**src/rtl/ft600_bus_arbiter.sv**
```systemverilog
// ft600_bus_arbiter
//
// Direction arbiter and bus sequencer for the FT600 245-mode FIFO bus, in the
// FT600 clock domain. Each burst either reads FT600 -> local RX FIFO or writes
// local TX FIFO -> FT600. Bursts are capped at BURST_LEN words. When both
// sides request, the side not served last wins (round robin).
//
// Handshake: a word moves in a cycle only when the cycle's strobe
// (rx_wr / tx_rd) is high. rx_wr means the word on ft_data is valid and the
// RX FIFO has room. tx_rd means the FT600 has space and the TX FIFO head is
// taken. No other ready/valid pairing exists.
//
// Ports
//   clk, rst    : FT600 clock, asynchronous active-high reset
//   ft_rxf      : RXF_N, low = FT600 has read data
//   ft_txe      : TXE_N, low = FT600 has write space
//   rx_afull    : RX FIFO has fewer than 2 free words
//   tx_empty    : TX FIFO empty
//   ft_oe/ft_rd : OE_N / RD_N, registered
//   ft_wr       : WR_N, combinational
//   ft_data_oe  : glue drives ft_data/ft_be onto the bus
//   rx_wr       : push the current bus word into the RX FIFO
//   tx_rd       : TX FIFO head is transferred; pop it
//   busy        : sequencer not idle
//   dir         : last granted direction (0 = RX, 1 = TX)

module ft600_bus_arbiter #(
    parameter int BURST_LEN = 16,
    parameter int CNT_W     = 5
) (
    input  logic clk,
    input  logic rst,
    input  logic ft_rxf,
    input  logic ft_txe,
    input  logic rx_afull,
    input  logic tx_empty,
    output logic ft_oe,
    output logic ft_rd,
    output logic ft_wr,
    output logic ft_data_oe,
    output logic rx_wr,
    output logic tx_rd,
    output logic busy,
    output logic dir
);

    typedef enum logic [2:0] {
        S_IDLE  = 3'd0,
        S_RX_OE = 3'd1,
        S_RX_RD = 3'd2,
        S_TX_WR = 3'd3,
        S_TURN  = 3'd4
    } state_t;

    localparam logic [CNT_W-1:0] CNT_LAST = CNT_W'(BURST_LEN - 1);

    state_t           state_q, state_d;
    logic [CNT_W-1:0] cnt_q, cnt_d;
    logic             last_dir_q, last_dir_d;
    logic             ft_oe_q, ft_rd_q;
    logic             rx_req, tx_req;

    assign rx_req = !ft_rxf && !rx_afull;
    assign tx_req = !ft_txe && !tx_empty;

    always_comb begin
        state_d    = state_q;
        cnt_d      = cnt_q;
        last_dir_d = last_dir_q;
        ft_wr      = 1'b1;
        ft_data_oe = 1'b0;
        rx_wr      = 1'b0;
        tx_rd      = 1'b0;

        case (state_q)
            S_IDLE: begin
                cnt_d = '0;
                // On a tie, last_dir = 1 (TX served last) hands the bus to RX.
                if (rx_req && (!tx_req || last_dir_q)) begin
                    state_d = S_RX_OE;
                end else if (tx_req) begin
                    state_d = S_TX_WR;
                end
            end

            S_RX_OE: begin
                // One turnaround cycle so the FT600 takes over the bus.
                if (!ft_rxf) begin
                    state_d = S_RX_RD;
                end else begin
                    state_d    = S_TURN;
                    cnt_d      = '0;
                    last_dir_d = 1'b0;
                end
            end

            S_RX_RD: begin
                rx_wr = !ft_rxf;
                if (rx_wr) begin
                    cnt_d = cnt_q + 1'b1;
                end
                // Leaving on the last counted word keeps the burst at exactly
                // BURST_LEN transfers.
                if (ft_rxf || rx_afull || (rx_wr && cnt_q == CNT_LAST)) begin
                    state_d    = S_TURN;
                    cnt_d      = '0;
                    last_dir_d = 1'b0;
                end
            end

            S_TX_WR: begin
                ft_data_oe = 1'b1;
                ft_wr      = tx_empty;
                tx_rd      = !tx_empty && !ft_txe;
                if (tx_rd) begin
                    cnt_d = cnt_q + 1'b1;
                end
                if (ft_txe || tx_empty || (tx_rd && cnt_q == CNT_LAST)) begin
                    state_d    = S_TURN;
                    cnt_d      = '0;
                    last_dir_d = 1'b1;
                end
            end

            S_TURN: begin
                state_d = S_IDLE;
            end

            default: begin
                state_d = S_IDLE;
                cnt_d   = '0;
            end
        endcase
    end

    always_ff @(posedge clk or posedge rst) begin
        if (rst) begin
            state_q    <= S_IDLE;
            cnt_q      <= '0;
            last_dir_q <= 1'b1;
            ft_oe_q    <= 1'b1;
            ft_rd_q    <= 1'b1;
        end else begin
            state_q    <= state_d;
            cnt_q      <= cnt_d;
            last_dir_q <= last_dir_d;
            // OE/RD are registered from the next state so they change with it.
            ft_oe_q    <= !(state_d == S_RX_OE || state_d == S_RX_RD);
            ft_rd_q    <= !(state_d == S_RX_RD);
        end
    end

    assign ft_oe = ft_oe_q;
    assign ft_rd = ft_rd_q;
    assign busy  = (state_q != S_IDLE);
    assign dir   = last_dir_q;

endmodule
```
**config.mk**
```make
export PLATFORM = sky130hd
export DESIGN_NAME = ft600_bus_arbiter
export DESIGN_NICKNAME = d
export VERILOG_FILES = /design/src/rtl/ft600_bus_arbiter.sv
export SDC_FILE = /design/constraint.sdc
export NUM_CORES = 1
export LEC_CHECK = 0
export CORE_UTILIZATION = 48
export CTS_BUF_LIST = sky130_fd_sc_hd__clkbuf_16
export DETAILED_ROUTE_END_ITERATION = 6
export PLACE_DENSITY = 0.72
export SLEW_MARGIN = 10
export SYNTH_ARGS = -nofsm -noshare
export SYNTH_HDL_FRONTEND = slang
export SYNTH_SLANG_ARGS = --single-unit
```
**constraint.sdc**
```tcl
create_clock -name clk -period 2.1 [get_ports clk]
set_input_delay 0.42 -clock clk [delete_from_list [all_inputs] [get_ports clk]]
set_output_delay 0.42 -clock clk [all_outputs]
set_load 0.01 [all_outputs]
```
-- After elaboration in Yosys (flattened, before gate mapping)
Cells that the tools add are included.
W data, S select, Z words.
- output and inout bits: 8
- word-level logic and storage cells: 62
- register bits: 11
- input bits: 6
- bitwise gates (word level): 1
- reductions and logical operators: 23
- add/sub/neg operators: 1
- muxes and demuxes: 20
- equality and inequality tests: 12
- operator list (kind ; number):
    $mux W5 ; 5
    $pmux W5 S4 ; 1
    $mux W3 ; 5
    $pmux W3 S4 ; 1
    $eq A3 B2 Y1 const B ; 3
    $reduce_and A4 Y1 ; 2
    $logic_not A1 Y1 ; 7
    $mux W1 ; 7
    $eq A3 B1 Y1 const B ; 2
    $logic_or A1 B1 Y1 ; 6
    $ne A2 B2 Y1 const B ; 3
    $ne A3 B3 Y1 const B ; 2
    $reduce_bool A3 Y1 ; 2
    $add A5 B1 Y5 const B ; 1
    $eq A5 B4 Y1 const B ; 1
    $logic_and A1 B1 Y1 ; 5
    $eq A3 B3 Y1 const B ; 1
    $logic_not A3 Y1 ; 1
    $pmux W1 S3 ; 1
    $not A1 Y1 ; 1

-- Logic depth before layout (Yosys ltp)
Gate-level depths: netlist of the first run.
- depth after elaboration: 10
- mapped depth: 7
- mapped depth without buffers: 7

-- Worst setup path before layout of the first run
Ideal clock, no wire load.
- path type: flip-flop to flip-flop
- from: register cnt_q[0]
- to: register ft_oe_q, in the netlist ft_oe
- library setup time: 0.082 ns
- period minus slack after synthesis: 1.705 ns
- stages on the path, launching flop included: 8
- data arrival time: 1.624 ns
- setup slack: 0.395 ns
- data required time: 2.018 ns
- buffers on the path: 0
- cells stage by stage: dfrtp_1 -> ha_1 -> and3_1 -> ha_1 -> nor3_1 -> mux2i_1 -> or3_1 -> o31a_1
- longest elaborated chain between the ends: 8
- elaborated cells on any way between the ends: 12
- classes of those cells: eq/ne: 3; mux: 3; reduce/logical: 6
- ends and longest elaborated chain (item ; line ; text):
    from (decl) ; 58 ; logic [CNT_W-1:0] cnt_q, cnt_d;
    from (signal assigned) ; 145 ; cnt_q <= cnt_d;
    $eq A5 B4 Y1 (*) ; 104, 118 ;
    $logic_and A1 B1 Y1, on equally long branches ; 118, 104 ;
    $logic_or A1 B1 Y1, on equally long branches ; 118, 104 ;
    $mux W3, on equally long branches ; 118, 104 ;
    $pmux W3 S4 (*) ; 75 ; case (state_q)
    $eq A3 B1 Y1 or $eq A3 B2 Y1 (tied branches) ; 148 ; ft_oe_q <= !(state_d == S_RX_OE || state_d == S_RX_RD);
    $logic_or A1 B1 Y1 (*) ; 148 ;
    $logic_not A1 Y1 (*) ; 148 ;
    to (signal assigned) ; 148 ;
    to (decl) ; 60 ; logic ft_oe_q, ft_rd_q;
Every way passes the cells marked *; elsewhere a longest branch is shown, timed or not.
A chain may end at the register's enable or synchronous reset.

-- Worst setup path after layout of the first run
- from: register state_q[2]
- to: output busy
- longest elaborated chain between the ends: 1
- ends and longest elaborated chain (item ; line ; text):
    from (decl) ; 57 ; state_t state_q, state_d;
    from (signal assigned) ; 144 ; state_q <= state_d;
    $reduce_bool A3 Y1 ; 155 ; assign busy = (state_q != S_IDLE);
    to (decl) ; 43 ; output logic busy,
No other way between the ends.

==> flow_summary_export.csv, run 1 <==
group,metric,value,unit
yosys,synth.cell_area,688,µm²
cells_and_area,final_nets,101,
clocking,clkTransAtPathRegs,0.04,ns
critical_path,cp-endpoint,"busy",
timing,fin_crit,2.03,ns
power_and_ir_drop,p_per_area,1190,mW/mm²
route,postRouteAntennaNets,0,
critical_path,r2r-end,"cnt_q[4]",
floorplan,die_h,39.9,µm
timing,whs,0.487,ns
grt,grt_pass1_wl,2280,µm
yosys,ys_seq_elements,11,
critical_path,worstPathRequired,1.68,ns
timing,final-setup-viol-count,0,
floorplan,start_util,0.522,
placement,gp_congestion,0.746,
floorplan,die_area,0.00159,mm²
cells_and_area,most-common-layout-cells,"clkdlybuf4s50_1, nand2_1, dfrtp_1",
floorplan,die_w,39.9,µm
critical_path,crit_fanout,7,
cells_and_area,fillerInstances,98,
clocking,cts_buffers,3,
route,first_pass_iters,4,
placement,dp_cells,103,
yosys,postSynth.asyncResetShare,1.00,
yosys,syn_nets,80,
critical_path,arrival,1.61,ns
yosys,synth_cell_types,32,
power_and_ir_drop,ir_worst_vdd,0.755,mV
route,dr_total_vias,586,
yosys,synth-seq-area-share,0.405,
yosys,synth_area_per_cell,9.56,µm²
critical_path,critical_path.slowest_cell,"clkdlybuf4s50_1",
grt,grt_pass1_vias,535,
yosys,yosysWarnings,0,
route,wl,1420,µm
clocking,clockRootBuffer,"clkbuf_16",
timing,tns,0,ns
clocking,cts_sinks,11,
hold_path,worstHoldStart,"state_q[2]",
yosys,synth_edf_count,0,
timing,skew,0.00331,ns
cells_and_area,antenna_cells,0,
placement,portBuffers,13,
timing,slew_violations,0,
clocking,h-tree-depth,1,
critical_path,critPathCaptureType,"primary output",
flow_run,max_cap_viol_count,0,
critical_path,cp-start-kind,"flip-flop",
clocking,clk_latency,0.24,ns
grt,grt_max_degree,12,
power_and_ir_drop,leakagePower,0.464,nW
clocking,ctsHoldBuffers,0,
timing,rsz0062_at_grt,"false",
cells_and_area,fin_cells,107,
placement,hpwlAfterDp,1020,µm
yosys,yosys_most_used_dff,"dfrtp_1",
status,outcome,"complete, no violations",
critical_path,rr_startpoint,"cnt_q[0]",
critical_path,path_cells,"buf_4, or3_4, clkdlybuf4s50_1",
hold_path,hp-class,"reg2reg",
grt,antenna_found_initial,0,
timing,hold_viol_final,0,
critical_path,r2r_slack,0.19,ns
timing,slew-limit-headroom,0.720,
route,wl_per_cell,13.3,µm
timing,worst_pin_slew,0.419,ns
clocking,clk_path_buf_depth,2,
floorplan,rows,13,
timing,post-route-period-util,0.968,
grt,grt_util_all_layers,0.231,
power_and_ir_drop,finalPower,1.12,mW
cells_and_area,drive_above_1_share,0.196,
cells_and_area,layout_commonest_cell,"clkdlybuf4s50_1",
yosys,synth_cells,72,
route,drc,0,
cells_and_area,area_delta_synth_final,36.2,%
critical_path,crit_path_max_incr_delay,0.48,ns
route,routed_via_density,5.48,
floorplan,core_area,0.00132,mm²
floorplan,io-pin-count,14,
critical_path,reg2reg_depth,7,
grt,gr-total-overflow,0,
clocking,cts_tree,"done",
timing,clock.fmax,492,MHz
critical_path,crit_path_start,"state_q[2]",
route,drt_iter0_drc,14,
critical_path,crit_type,"reg2out",
## final cells by class
| type | count | area (µm²) | share of cell area |
|---|---|---|---|
| multi-input cells | 55 | 369 | 0.394 |
| clock buffers | 3 | 75.1 | 0.0801 |
| flip-flops and latches | 11 | 279 | 0.298 |
| repair buffers | 19 | 180 | 0.192 |
| clock inverters | 1 | 3.75 | 0.00401 |
| well taps | 15 | 18.8 | 0.0200 |
| inverters | 3 | 11.3 | 0.0120 |
## Yosys cell counts, types with 2 or more instances
library cell / count / area, µm²
a21oi_1: 4 / 20.0
and2_1: 3 / 18.8
and3_1: 2 / 12.5
buf_6: 3 / 33.8
dfrtp_1: 8 / 200
dfstp_2: 3 / 78.8
ha_1: 2 / 25.0
inv_1: 3 / 11.3
nand2_1: 8 / 30.0
nand2b_1: 3 / 18.8
nor2_1: 6 / 22.5
nor2b_1: 2 / 12.5
nor3_1: 4 / 20.0
o22ai_1: 3 / 18.8
## worst max-delay path: cells and delay by family, from the launching register on
family                 cells  cell delay (ns)
buffers and inverters      2             0.65
AND/OR/NAND/NOR            1             0.33
flip-flops                 1             0.40
## report_power, final
part | internal (mW) | total, mW | switching, mW
Clock | 0.249 | 0.337 | 0.0873
Sequential | 0.280 | 0.320 | 0.0398
Combinational | 0.244 | 0.460 | 0.216
## sequential cells by signal (all words and copies together), names as in the netlist
name and count:
ft_rd 1, state_q 3, dir 1, ft_oe 1
cnt_q 5
## cells by family after synthesis
group / after synthesis / synth area share
simple gates: 36 / 0.309
compound gates: 15 / 0.153
flops: 11 / 0.405
buf+inv: 6 / 0.0654
mux: 2 / 0.0309
fa+ha+maj: 2 / 0.0364
## how the worst min path moves through the flow
| stage | end | cells after the start |
|---|---|---|
| CTS | state_q[0] | 1 |
| detailed placement | state_q[0] | 1 |
| global placement | state_q[0] | 1 |
| global route | state_q[0] | 1 |
| finish | state_q[0] | 1 |
| floorplan | cnt_q[0] | 1 |
## what timing repair did
| action | 4_1_cts | 5_1_grt |
|---|---|---|
| setup endpoints to repair | 0 | 3 |
| setup buffers | 0 | 0 |
| gates resized for setup | 0 | 3 |
## layer usage
layer,wire length (µm),vias to the layer above,GRT usage
met5,0,-,0
met4,24,0,0.129
met3,62,4,0.0511
met2,665,14,0.339
met1,672,272,0.307
li1,-,296,-
## stage by stage
step | utilization | cell area, µm² | setup slack, ns
global placement | 0.644 | 848 | 0.0173
global route | 0.711 | 937 | 0.0159
floorplan | - | 688 | 0.395
CTS | 0.704 | 927 | 0.00770
finish | 0.711 | 937 | 0.0674
detailed placement | 0.644 | 848 | 0.0155
Power figures use the tool's default switching activity.
==> run 2: changes to the inputs <==
- CORE_AREA: unset -> 2 2 39 41
- CORE_UTILIZATION: 48 -> unset
- DIE_AREA: unset -> 0 0 41 43
- DONT_BUFFER_PORTS: unset -> 1
- PLACE_DENSITY: 0.72 -> 0.64
==> run 2 against run 1 <==
  * Worst hold slack got worse by 0.42 ns
  * Register-to-register slack improved by 0.04 ns
  * Cell count decreased by 16%
  * Setup slack improved by 0.17 ns
  * Fmax increased by 8.8%
  * Combinational power decreased by 43%
  * Via count decreased by 12%
  * Utilization decreased by 16 points
  * Count of clock-buffer cells in the layout unchanged
  * Critical path type is now reg2reg
  * Critical endpoint is now cnt_q[4]
==> flow_summary_export.csv, run 2 (synthesized netlist as in run 1, its figures left out) <==
group,metric,value,unit
clocking,cts_resized,0,
floorplan,start_util,0.497,
cells_and_area,antenna_cells,0,
timing,slew_violations,0,
clocking,h-tree-depth,1,
grt,gr-total-overflow,0,
critical_path,arrival,2.03,ns
timing,skew,0.00394,ns
floorplan,die_h,43,µm
grt,use_met3,0.0262,
cells_and_area,final_util,0.550,
floorplan,rows,14,
power_and_ir_drop,leakagePower,0.351,nW
power_and_ir_drop,seqPwrFrac,0.390,
critical_path,crit_fanout,4,
power_and_ir_drop,p_comb_frac,0.266,
cells_and_area,drive_above_1_share,0.162,
floorplan,die_w,41,µm
critical_path,worstPathRequired,2.26,ns
timing,rsz0062_at_grt,"false",
timing,clock.fmax,535,MHz
clocking,clkTransAtPathRegs,0.04,ns
route,wl_per_cell,13.9,µm
grt,antenna_found_initial,0,
critical_path,crit_type,"reg2reg",
clocking,cts_sinks,11,
clocking,cts_setup_buffers,0,
timing,tns,0,ns
cells_and_area,regMostFlops,"cnt_q",
power_and_ir_drop,sw_frac_of_total,0.328,
grt,use_met1,0.228,
floorplan,die_area,0.00176,mm²
cells_and_area,final_nets,83,
route,first_pass_iters,2,
route,dr_total_vias,513,
timing,worst_pin_slew,0.427,ns
grt,busiest_layer,"met2",
timing,fin_crit,1.87,ns
route,drt_iter0_drc,4,
route,routed_via_density,5.70,
cells_and_area,largest_reg_flops,5,
cells_and_area,most-common-layout-cells,"nand2_1, dfrtp_1, nor2_1",
power_and_ir_drop,switchingPower,0.322,mW
grt,grt_util_all_layers,0.171,
flow_run,max_cap_viol_count,0,
clocking,cts_tree,"done",
placement,portBuffers,0,
hold_path,hp-class,"in2async",
grt,grt.met2_usage,0.250,
clocking,clk_latency,0.24,ns
grt,grt_pass1_wl,2050,µm
grt,grt_pass1_vias,481,
critical_path,critPathCaptureType,"flip-flop",
power_and_ir_drop,p_int,0.661,mW
power_and_ir_drop,p_clk_frac,0.344,
placement,dp_cells,86,
cells_and_area,final_area,761,µm²
status,outcome,"complete, no violations",
timing,post-route-period-util,0.889,
placement,dpl_cell_area,682,µm²
power_and_ir_drop,p_per_area,1290,mW/mm²
cells_and_area,top_regs,"cnt_q x5, state_q x3",
route,drc,0,
cells_and_area,area_delta_synth_final,10.5,%
placement,gp_congestion,0.698,
route,postRouteAntennaNets,0,
clocking,clk_path_buf_depth,2,
floorplan,io-pin-count,14,
timing,final-setup-viol-count,0,
floorplan,core_area,0.00138,mm²
cells_and_area,fin_cells,90,
clocking,clockRootBuffer,"clkbuf_16",
placement,hpwlAfterDp,937,µm
timing,hold_viol_final,0,
route,wl,1250,µm
timing,slew-limit-headroom,0.715,
critical_path,cp-start-kind,"flip-flop",
grt,grt_max_degree,14,
power_and_ir_drop,ir_worst_vdd,0.525,mV
clocking,cts_buffers,3,
clocking,ctsHoldBuffers,0,
[run 2: changes by cell type in the layout (fill, tap and decap cells not counted)]
| cell | delta |
|---|---|
| dlymetal6s2s_1 | -2 |
| buf_4 | -5 |
| nor3_2 | -1 |
| clkdlybuf4s50_1 | -11 |
| nor3_1 | +1 |
[run 2: cell type report]
| type | instances | area, µm² |
|---|---|---|
| Inverter | 3 | 11.3 |
| Clock buffer | 3 | 75.1 |
| Sequential cell | 11 | 279 |
| Clock inverter | 1 | 3.75 |
| Multi-Input combinational cell | 55 | 364 |
| Fill cell | 126 | 623 |
| Timing Repair Buffer | 1 | 7.51 |
| Tap cell | 16 | 20.0 |
[run 2: path summary, 6_finish.rpt]
path	startpoint	endpoint	slack (ns)	depth (start not counted)
worst max-delay path	cnt_q[0]	cnt_q[4]	0.23	7
worst max register to register	cnt_q[0]	cnt_q[4]	0.23	7
worst min-delay path	rst	state_q[2]	0.07	1
min in group clk	ft_rxf	ft_rd	0.36	1
worst min register to register	cnt_q[4]	cnt_q[4]	0.48	2
max in group asynchronous	rst	ft_rd	1.70	1
[run 2: layer usage]
metal,routed length [µm],vias to the layer above,share of wire
met5,0,-,0
met3,58,2,0.046
met4,15,0,0.012
met1,608,242,0.49
li1,-,258,-
met2,566,11,0.45
[run 2: metrics by stage]
stage          hold WS (ns)  worst slack (ns)  power [mW]
5_1_grt               0.108            0.0674        1.04
6_report             0.0675             0.232       0.983
2_1_floorplan         0.270             0.395       0.638
3_5_place_dp          0.327             0.242       0.647
4_1_cts              0.0791             0.231       0.989
3_3_place_gp          0.329             0.239       0.646
[run 2: power by group through the flow]
stage	sequential, mW	combinational, mW	clock, mW
2_1_floorplan	0.321	0.317	0
3_3_place_gp	0.386	0.260	0
3_5_place_dp	0.386	0.261	0
4_1_cts	0.383	0.264	0.342
5_1_grt	0.393	0.295	0.353
6_report	0.384	0.261	0.338
[run 2: worst max-delay path: stages, from the launching register on]
cell,delay [ns]
dfrtp_1,0.39
ha_1,0.22
and3_1,0.19
ha_1,0.23
nor3_1,0.34
and2_1,0.26
nor2_1,0.06
o21ai_1,0.11
==> run 3: changes to the inputs <==
- clock period: 2.1 -> 2.33 ns (I/O delays scaled with it)
==> run 3 against run 2 <==
  * Critical path depth unchanged
  * Wire length is 5.4% higher
  * Fmax fell by 2.9%
  * Die area stayed put
  * First-iteration DRC count rose by 100%
  * Sequential share of layout area increased by 0.37 points
  * Sequential power shrank 10%
  * Cell count down 1.1%
  * Sequential cell count did not move
  * Critical path type unchanged
==> flow_summary_export.csv, run 3 (synthesized netlist as in run 1, its figures left out) <==
group,metric,value,unit
status,outcome,"complete, no violations",
critical_path,crit_path_max_incr_delay,0.39,ns
power_and_ir_drop,p_per_area,1170,mW/mm²
clocking,clk_latency,0.24,ns
timing,worst_pin_slew,0.435,ns
cells_and_area,top_regs,"cnt_q x5, state_q x3",
grt,grt_pass1_wl,2090,µm
clocking,clockRootBuffer,"clkbuf_16",
timing,slew_violations,0,
placement,dp_cells,85,
cells_and_area,largest_reg_flops,5,
clocking,cts_resized,0,
route,first_pass_iters,3,
cells_and_area,final_util,0.544,
critical_path,cp-start-kind,"flip-flop",
cells_and_area,drive_above_1_share,0.151,
grt,antenna_found_initial,0,
power_and_ir_drop,ir_worst_vdd,0.441,mV
grt,gr-total-overflow,0,
placement,portBuffers,0,
critical_path,crit_type,"reg2reg",
placement,gp_congestion,0.742,
cells_and_area,fin_cells,89,
route,wl_per_cell,14.8,µm
cells_and_area,most-common-layout-cells,"nand2_1, dfrtp_1, nor2_1",
route,routed_via_density,5.85,
cells_and_area,antenna_cells,0,
critical_path,critPathMostFrequentCell,"ha_1",
route,postRouteAntennaNets,0,
timing,skew,0.00356,ns
placement,dpl_cell_area,674,µm²
power_and_ir_drop,leakagePower,0.345,nW
route,dr_total_vias,521,
timing,slew-limit-headroom,0.709,
critical_path,critPathCaptureType,"flip-flop",
cells_and_area,multi_input_area,364,µm²
clocking,clkTransAtPathRegs,0.04,ns
timing,clock.fmax,520,MHz
clocking,cts_tree,"done",
timing,tns,0,ns
timing,post-route-period-util,0.825,
placement,hpwlAfterDp,968,µm
critical_path,crit_buf_inv,0,
critical_path,path_delay_family,"simple AND/OR/NAND/NOR gates",
critical_path,path_cells,"ha_1, and3_1, ha_1, nor3_1, and2_1, nor2_1, o21ai_1",
hold_path,hp-class,"in2async",
route,drt_iter0_drc,8,
cells_and_area,regMostFlops,"cnt_q",
floorplan,die_area,0.00176,mm²
route,drc,0,
clocking,cts_buffers,3,
floorplan,start_util,0.497,
grt,grt_pass1_vias,522,
timing,final-setup-viol-count,0,
timing,fin_crit,1.92,ns
cells_and_area,fillerInstances,135,
cells_and_area,area_delta_synth_final,9.45,%
floorplan,die_h,43,µm
cells_and_area,regArea,279,µm²
floorplan,core_area,0.00138,mm²
floorplan,die_w,41,µm
cells_and_area,final_area,753,µm²
timing,hold_viol_final,0,
clocking,cts_sinks,11,
clocking,clk_path_buf_depth,2,
clocking,ctsHoldBuffers,0,
floorplan,rows,14,
timing,rsz0062_at_grt,"false",
critical_path,worstPathRequired,2.50,ns
floorplan,io-pin-count,14,
grt,grt_max_degree,14,
cells_and_area,final_nets,82,
critical_path,crit_fanout,4,
timing,whs,0.111,ns
route,wl,1320,µm
critical_path,crit_cells,7,
clocking,cts_setup_buffers,0,
clocking,h-tree-depth,1,
critical_path,critical_path.slowest_cell,"dfrtp_1",
flow_run,max_cap_viol_count,0,
critical_path,arrival,2.09,ns
critical_path,reg2reg_depth,7,
grt,grt_util_all_layers,0.185,
-- run 3: stage by stage --
stage / power, mW / worst slack [ns]
after CTS: 0.885 / 0.413
after global routing: 0.934 / 0.230
after floorplan: 0.575 / 0.625
after detailed placement: 0.579 / 0.441
after global placement: 0.578 / 0.490
final: 0.880 / 0.407
-- run 3: metal layers --
metal  track usage  vias to the layer above  wire, µm
li1              -                      255         -
met2         0.278                        9       657
met5             0                        -         0
met4         0.133                        0        33
met1         0.208                      253       554
met3        0.0576                        4        69
-- run 3: worst paths after layout --
check	startpoint	to	slack (ns)
max reg2reg	cnt_q[0]	cnt_q[4]	0.41
max in group asynchronous	rst	ft_rd	1.89
max	cnt_q[0]	cnt_q[4]	0.41
min reg2reg	cnt_q[4]	cnt_q[4]	0.49
min	rst	cnt_q[0]	0.11
min in group clk	ft_rxf	ft_rd	0.39
-- run 3: report_power, final --
part	leakage, nW	switching, mW	internal (mW)
Sequential	0.140	0.0915	0.253
Clock	0.0423	0.0810	0.225
Combinational	0.163	0.114	0.116
-- run 3: final cells by class --
cell class,count,area share
flip-flops and latches,11,0.370
well taps,16,0.0266
clock inverters,1,0.00498
multi-input cells,55,0.483
inverters,3,0.0150
clock buffers,3,0.0997
